--- src/rtl/regfile_mp.sv ---
// Multi-port register file with a three-state register-to-register move engine and a pending scoreboard.
// Optional feature: define REGFILE_BYPASS_EN to forward same-cycle port write data to matching read ports.
module regfile_mp #(
  parameter int DATA_W   = 32,
  parameter int NUM_REGS = 32,
  parameter int RD_PORTS = 2,
  parameter int WR_PORTS = 2,
  localparam int SEL_W   = $clog2(NUM_REGS)
) (
  input  logic                         i_clk,
  input  logic                         i_rst,
  input  logic [RD_PORTS*SEL_W-1:0]    i_rd_sel,
  output logic [RD_PORTS*DATA_W-1:0]   o_rd_data,
  input  logic [WR_PORTS-1:0]          i_wr_en,
  input  logic [WR_PORTS*SEL_W-1:0]    i_wr_sel,
  input  logic [WR_PORTS*DATA_W-1:0]   i_wr_data,
  input  logic                         i_mov_valid,
  input  logic [SEL_W-1:0]             i_mov_src,
  input  logic [SEL_W-1:0]             i_mov_dst,
  output logic                         o_mov_ready,
  output logic                         o_mov_done,
  input  logic                         i_busy_set,
  input  logic [SEL_W-1:0]             i_busy_sel,
  output logic [NUM_REGS-1:0]          o_busy
);

  if (NUM_REGS < 4 || (NUM_REGS & (NUM_REGS - 1)) != 0) begin : g_bad_num_regs
    $error("regfile_mp: NUM_REGS must be a power of two and at least 4");
  end
  if (RD_PORTS < 1 || RD_PORTS > 4) begin : g_bad_rd_ports
    $error("regfile_mp: RD_PORTS must be 1 to 4");
  end
  if (WR_PORTS < 1 || WR_PORTS > 4) begin : g_bad_wr_ports
    $error("regfile_mp: WR_PORTS must be 1 to 4");
  end

  typedef enum logic [1:0] {
    IDLE  = 2'd0,
    READ  = 2'd1,
    WRITE = 2'd2
  } mov_state_t;

  mov_state_t state, state_next;

  logic [DATA_W-1:0] regs [NUM_REGS];
  logic [SEL_W-1:0]  rd_sel  [RD_PORTS];
  logic [DATA_W-1:0] rd_data [RD_PORTS];
  logic [SEL_W-1:0]  wr_sel  [WR_PORTS];
  logic [DATA_W-1:0] wr_data [WR_PORTS];

  logic [SEL_W-1:0]    src_q;
  logic [SEL_W-1:0]    dst_q;
  logic [DATA_W-1:0]   val_q;
  logic                done_q;
  logic                mov_ready;
  logic                mov_commit;
  logic [NUM_REGS-1:0] busy;
  logic [NUM_REGS-1:0] write_hit;

  for (genvar p = 0; p < RD_PORTS; p++) begin : g_rd_unpack
    assign rd_sel[p]                        = i_rd_sel[p*SEL_W +: SEL_W];
    assign o_rd_data[p*DATA_W +: DATA_W]    = rd_data[p];
  end

  for (genvar p = 0; p < WR_PORTS; p++) begin : g_wr_unpack
    assign wr_sel[p]  = i_wr_sel[p*SEL_W +: SEL_W];
    assign wr_data[p] = i_wr_data[p*DATA_W +: DATA_W];
  end

  always_ff @(posedge i_clk or posedge i_rst) begin
    if (i_rst) begin
      state <= IDLE;
    end else begin
      state <= state_next;
    end
  end

  always_comb begin
    state_next = state;
    case (state)
      IDLE:    if (i_mov_valid) state_next = READ;
      READ:    state_next = WRITE;
      WRITE:   state_next = IDLE;
      default: state_next = IDLE;
    endcase
  end

  always_comb begin
    mov_ready  = 1'b0;
    mov_commit = 1'b0;
    case (state)
      IDLE:    mov_ready  = 1'b1;
      WRITE:   mov_commit = 1'b1;
      default: ;
    endcase
  end

  // Done is registered off the WRITE cycle, so it appears three cycles after the accepting cycle.
  always_ff @(posedge i_clk or posedge i_rst) begin
    if (i_rst) begin
      src_q  <= '0;
      dst_q  <= '0;
      val_q  <= '0;
      done_q <= 1'b0;
    end else begin
      done_q <= mov_commit;
      if (mov_ready && i_mov_valid) begin
        src_q <= i_mov_src;
        dst_q <= i_mov_dst;
      end
      if (state == READ) begin
        val_q <= regs[src_q];
      end
    end
  end

  // Move write goes first so any port write to the same register overrides it; higher ports override lower.
  always_ff @(posedge i_clk or posedge i_rst) begin
    if (i_rst) begin
      for (int r = 0; r < NUM_REGS; r++) begin
        regs[r] <= '0;
      end
    end else begin
      if (mov_commit) begin
        regs[dst_q] <= val_q;
      end
      for (int p = 0; p < WR_PORTS; p++) begin
        if (i_wr_en[p]) begin
          regs[wr_sel[p]] <= wr_data[p];
        end
      end
    end
  end

  always_comb begin
    write_hit = '0;
    if (mov_commit) begin
      write_hit[dst_q] = 1'b1;
    end
    for (int p = 0; p < WR_PORTS; p++) begin
      if (i_wr_en[p]) begin
        write_hit[wr_sel[p]] = 1'b1;
      end
    end
  end

  always_ff @(posedge i_clk or posedge i_rst) begin
    if (i_rst) begin
      busy <= '0;
    end else begin
      for (int r = 0; r < NUM_REGS; r++) begin
        if (write_hit[r]) begin
          busy[r] <= 1'b0;
        end
      end
      if (i_busy_set) begin
        busy[i_busy_sel] <= 1'b1;
      end
    end
  end

  always_comb begin
    for (int q = 0; q < RD_PORTS; q++) begin
      rd_data[q] = regs[rd_sel[q]];
`ifdef REGFILE_BYPASS_EN
      for (int p = 0; p < WR_PORTS; p++) begin
        if (i_wr_en[p] && wr_sel[p] == rd_sel[q]) begin
          rd_data[q] = wr_data[p];
        end
      end
`endif
    end
  end

  assign o_mov_ready = mov_ready;
  assign o_mov_done  = done_q;
  assign o_busy      = busy;

endmodule

--- config.mk ---
export PLATFORM = sky130hd
export DESIGN_NAME = regfile_mp
export DESIGN_NICKNAME = d
export VERILOG_FILES = /design/src/rtl/regfile_mp.sv
export SDC_FILE = /design/constraint.sdc
export NUM_CORES = 2
export LEC_CHECK = 0
export BUFFER_PORTS_ARGS = -buffer_cell sky130_fd_sc_hd__buf_2
export CAP_MARGIN = 20
export CORE_ASPECT_RATIO = 0.8
export CORE_MARGIN = 4
export CORE_UTILIZATION = 46
export DETAILED_ROUTE_END_ITERATION = 6
export SLEW_MARGIN = 0
export SYNTH_ARGS = -nofsm -noshare
export SYNTH_HDL_FRONTEND = slang
export SYNTH_SLANG_ARGS = --single-unit
--- constraint.sdc ---
create_clock -name i_clk -period 75.3 [get_ports i_clk]
set_clock_uncertainty 0.1 [all_clocks]
set_input_delay 15.06 -clock i_clk [delete_from_list [all_inputs] [get_ports i_clk]]
set_output_delay 15.06 -clock i_clk [all_outputs]
set_load 0.03 [all_outputs]
-- Yosys cells after proc, flatten, opt, wreduce, memory -nomap -nowiden
Cells that the tools add are included.
Widths: inputs -> output; s select.
- magnitude comparators: 17
- equality and inequality tests: 3
- mux-type cells: 69
- bitwise gates (word level): 9
- reduce and logical (&&, ||, !) cells: 9
- operators by type and width (operator ; number):
    $bwmux 1024 ; 3
    $mux 1024 ; 3
    $bmux 32 s5 ; 3
    $demux 32 s5 ; 3
    $mux 32 ; 13
    $or 32x32->32 ; 3
    $mux 1 ; 38
    $ge 6x6->1 const B ; 6
    $not 5->6 ; 6
    $lt 5x6->1 const B ; 4
    $demux 1 s5 ; 4
    $ge 5x1->1 const B ; 4
    $lt 6x1->1 const B ; 3
    $logic_and 1x1->1 ; 8
    $pmux 2 s2 ; 1
    $eq 2x1->1 const B ; 1
    $eq 2x2->1 const B ; 1
    $logic_not 2->1 ; 1
    $mux 2 ; 1
    $ne 2x2->1 const B ; 1
- register bits: 1101
- input port bits: 105
- output and inout port bits: 98
- word-level logic and storage cells: 145

-- Depth between registers and ports, before layout
- depth in word-level cells: 12
- depth in mapped cells: 8

-- Least setup slack after synthesis
OpenSTA, ideal clock, no wires.
- path kind: input to output
- start: input port i_rd_sel[5]
- end: output port o_rd_data[37]
- arrival: 17.077 ns
- path slack: 43.063 ns
- stages on the path: 5
- cell sequence: buf_2 > clkbuf_1 > mux4_2 > mux4_2 > mux2_2
- longest elaborated chain between the ends: 4
- ends and longest elaborated chain (item ; line ; RTL):
    start, declared ; 12 ; input logic [RD_PORTS*SEL_W-1:0] i_rd_sel,
    $not 5->6 (implied by the code) ; 164 ; rd_data[q] = regs[rd_sel[q]];
    $bmux 32 s5 ; 164 ;
    $mux 32 (implied by the code) (2 in series) ; 164 ;
    end, declared ; 13 ; output logic [RD_PORTS*DATA_W-1:0] o_rd_data,
Every way passes these cells. The select of a mux whose other input is x is not followed.

-- Worst setup path after layout
- start: input port i_rd_sel[5]
- end: output port o_rd_data[51]
The elaborated chain is that of the path after synthesis.

==> summary.txt <==
Fin area = 93800 sq um
CTS clk-pin slew, worst paths = 0.06 ns
Die height = 396 microns
Final Critical Period = 34.34 ns
Num CTS Buffers = 132
Synth Area per Inst = 10.5 sq um
CP Launch Type = primary input
Final cycle utilization of the critical path = 0.456
Yosys Warn Count = 0
CTS tree = built
Pre-CTS setup slack = 40.92 ns
CP endpoint kind = output pin
TNS Setup = 0 ns
Initial drt markers = 13.4k
H-tree levels = 4
Hpwl dp = 246 mm
Ys flop type = dfrtp_1
Core Box Area = 187000 sq um
Die X = 493 microns
I/O Pins = 203
Area leader, netlist = dfrtp_1
CTS sink cnt = 1101
Yosys top cell area share = 0.318
Pin slew with the least headroom to its limit = 1.32 ns
Top cells by area, synth = dfrtp_1 (32%), mux2i_1 (18%), mux4_2 (17%)
Critical Path RT = 60.14 ns
Final Hold Fails = 0
Max-slew violations = 0
Reg area = 27600 sq um
Starting Density = 0.463
Via/cell ratio = 7.77
Global placement routability congestion = 0.961
Fmax = 29.1 MHz
CP max-delay cell = buf_4
Clock latency on the worst-skew pair = 0.82 ns
Post-synth EDFFs = 0
Status = finished, violations left
Failing checks = design-rule violations
Vias = 80.5k
Crit Path Max Fanout = 67
MaxCap Viol Count = 0
CP peak stage delay = 0.81 ns
Crit Path Category = primary input to output pin
Tot GR Track Use = 0.431
Leak = 0.0430 uW
CP Cell Sequence = buf_8 -> buf_4 -> buf_4 -> mux4_2 -> mux4_2 -> mux2_2 -> buf_2
Dpl cell area = 88700 sq um
Largest net degree at the start of global routing = 120
Critical Path AT = 19.18 ns
First-pass GRT wire length = 599 mm
Synth unique cells = 47
# port buffers = 202
Post-route DRC violation count = 13
FILL cells = 16.7k
Worst setup margin = 40.96 ns
RSZ-0062 raised after global routing = false
Max Root-Sink Buffers = 3
Peak supply drop = 0.0321 mV
Final global-route overflow total = 0
Slew headroom = 0.117
Worst Hold Class = flop to flop
CTS Root Cell = clkbuf_16
Yosys reg bits = 1101
Post-CTS resize count = 0
Sequential share of the synthesized area = 0.318
Synthesized net count = 8369
Area Overhead vs Synth = 8.17%
Initial antenna violation count = 55
P per Cell Area = 35.8 nW/um^2
# rows = 142
Core Util, Final = 0.501
Final setup fails = 0
Mapped Area = 86700 sq um
Asr flop ratio synth = 1.00
Post-CTS Setup Bufs = 0
Drt wl/cell = 41.8 microns
Mapped Cells = 8264
Layout cell share with drive strength beyond 1 = 0.190
Die area = 195000 sq um
Vias in the first global route = 76.0k
Multi-input gate area = 54900 sq um
Total wire length = 434 mm
First-pass detailed-route iteration total = 7
Nets@finish = 7785
Final ANT Viol Nets = 0
Post-CTS Hold Fix Bufs = 0
-- per-stage QoR --
stage	instances	total power [uW]	hold slack (ns)
2_1_floorplan	8264	2160	0.432
3_3_place_gp	10000	2500	0.416
3_5_place_dp	10000	2570	0.417
4_1_cts	10300	3260	0.426
5_1_grt	10300	3480	0.482
6_report	10400	3360	0.425
-- kinds of logic (layout without fill, tap and decap cells) --
| logic type | after synthesis | after routing | synth area share |
|---|---|---|---|
| other | 0 | 59 | 0 |
| buffers and inverters | 1163 | 682 | 0.0560 |
| muxes | 2250 | 2250 | 0.353 |
| AOI/OAI and AO/OA | 2478 | 2478 | 0.213 |
| DFF | 1101 | 1101 | 0.318 |
| and+or+nand+nor | 1272 | 1272 | 0.0602 |
-- final timing paths --
| check | startpoint | endpoint | slack [ns] | cells after the start |
|---|---|---|---|---|
| worst min register to register | o_busy[3] | o_busy[3] | 0.42 | 2 |
| worst max-delay path | i_rd_sel[5] | o_rd_data[51] | 40.96 | 7 |
| worst max register to register | src_q[0] | val_q[3] | 70.11 | 8 |
| min in group asynchronous | i_rst | regs[894] | 14.30 | 2 |
| max in group asynchronous | i_rst | regs[17] | 57.53 | 5 |
| worst min-delay path | o_busy[3] | o_busy[3] | 0.42 | 2 |
-- sequential cells by signal, indices dropped and copies added (netlist names) --
signal and count:
dst_q 5, o_busy 32, val_q 32, src_q 5
regs 1024, state 2, o_mov_done 1
-- layer usage --
metal,global-route usage,share of wire,vias up
li1,-,-,30600
met1,0.530,0.35,40300
met2,0.572,0.39,7480
met3,0.223,0.17,2061
met4,0.314,0.088,32
met5,0.00961,0.00081,-
-- cell usage after synthesis (all sizes together), types with 13 or more instances --
cell type	number
a211oi	929
nand2	106
buf	318
mux4	640
a221oi	64
o22ai	49
nor2	1063
a211o	95
dfrtp	1101
mux2i	1536
a22oi	128
nand4b	13
clkbuf	842
a21o	929
o41ai	32
nor3	16
mux2	74
a22o	64
nand3b	14
a21oi	64
o21ai	110
-- critical path, delay by kind of cell --
kind     cells  cell delay, ns
mux          3            1.55
buf+inv      4            2.42
-- layout by cell type, fill, tap and decap left out, types with 64 or more instances in the layout --
cell type,Yosys,final
mux2i_1,1536,1536
dfrtp_1,1101,1100
nor2_1,1048,1030
a211oi_1,929,929
a21o_1,929,929
mux4_2,640,640
buf_4,49,202
buf_2,144,192
clkbuf_16,0,138
a22oi_1,128,128
o21ai_0,110,110
a211o_1,95,95
mux2_2,74,74
a22o_1,64,64
a221oi_1,64,64
a21oi_1,64,64
-- final cells by class --
class | count | area share
clock inverter | 49 | 0.00610
clock buffer | 188 | 0.0410
multi-input combinational | 6000 | 0.586
inverter | 3 | 0.000200
sequential | 1101 | 0.294
tap | 2520 | 0.0336
antenna | 59 | 0.00157
timing repair buffer | 442 | 0.0376
-- power breakdown --
part	total (uW)	internal (uW)	switching, uW
sequential	1190	838	356
clock	684	388	296
combinational	1480	782	698
total	3360	2010	1350
Note: power is estimated with default switching activity, not from simulation.
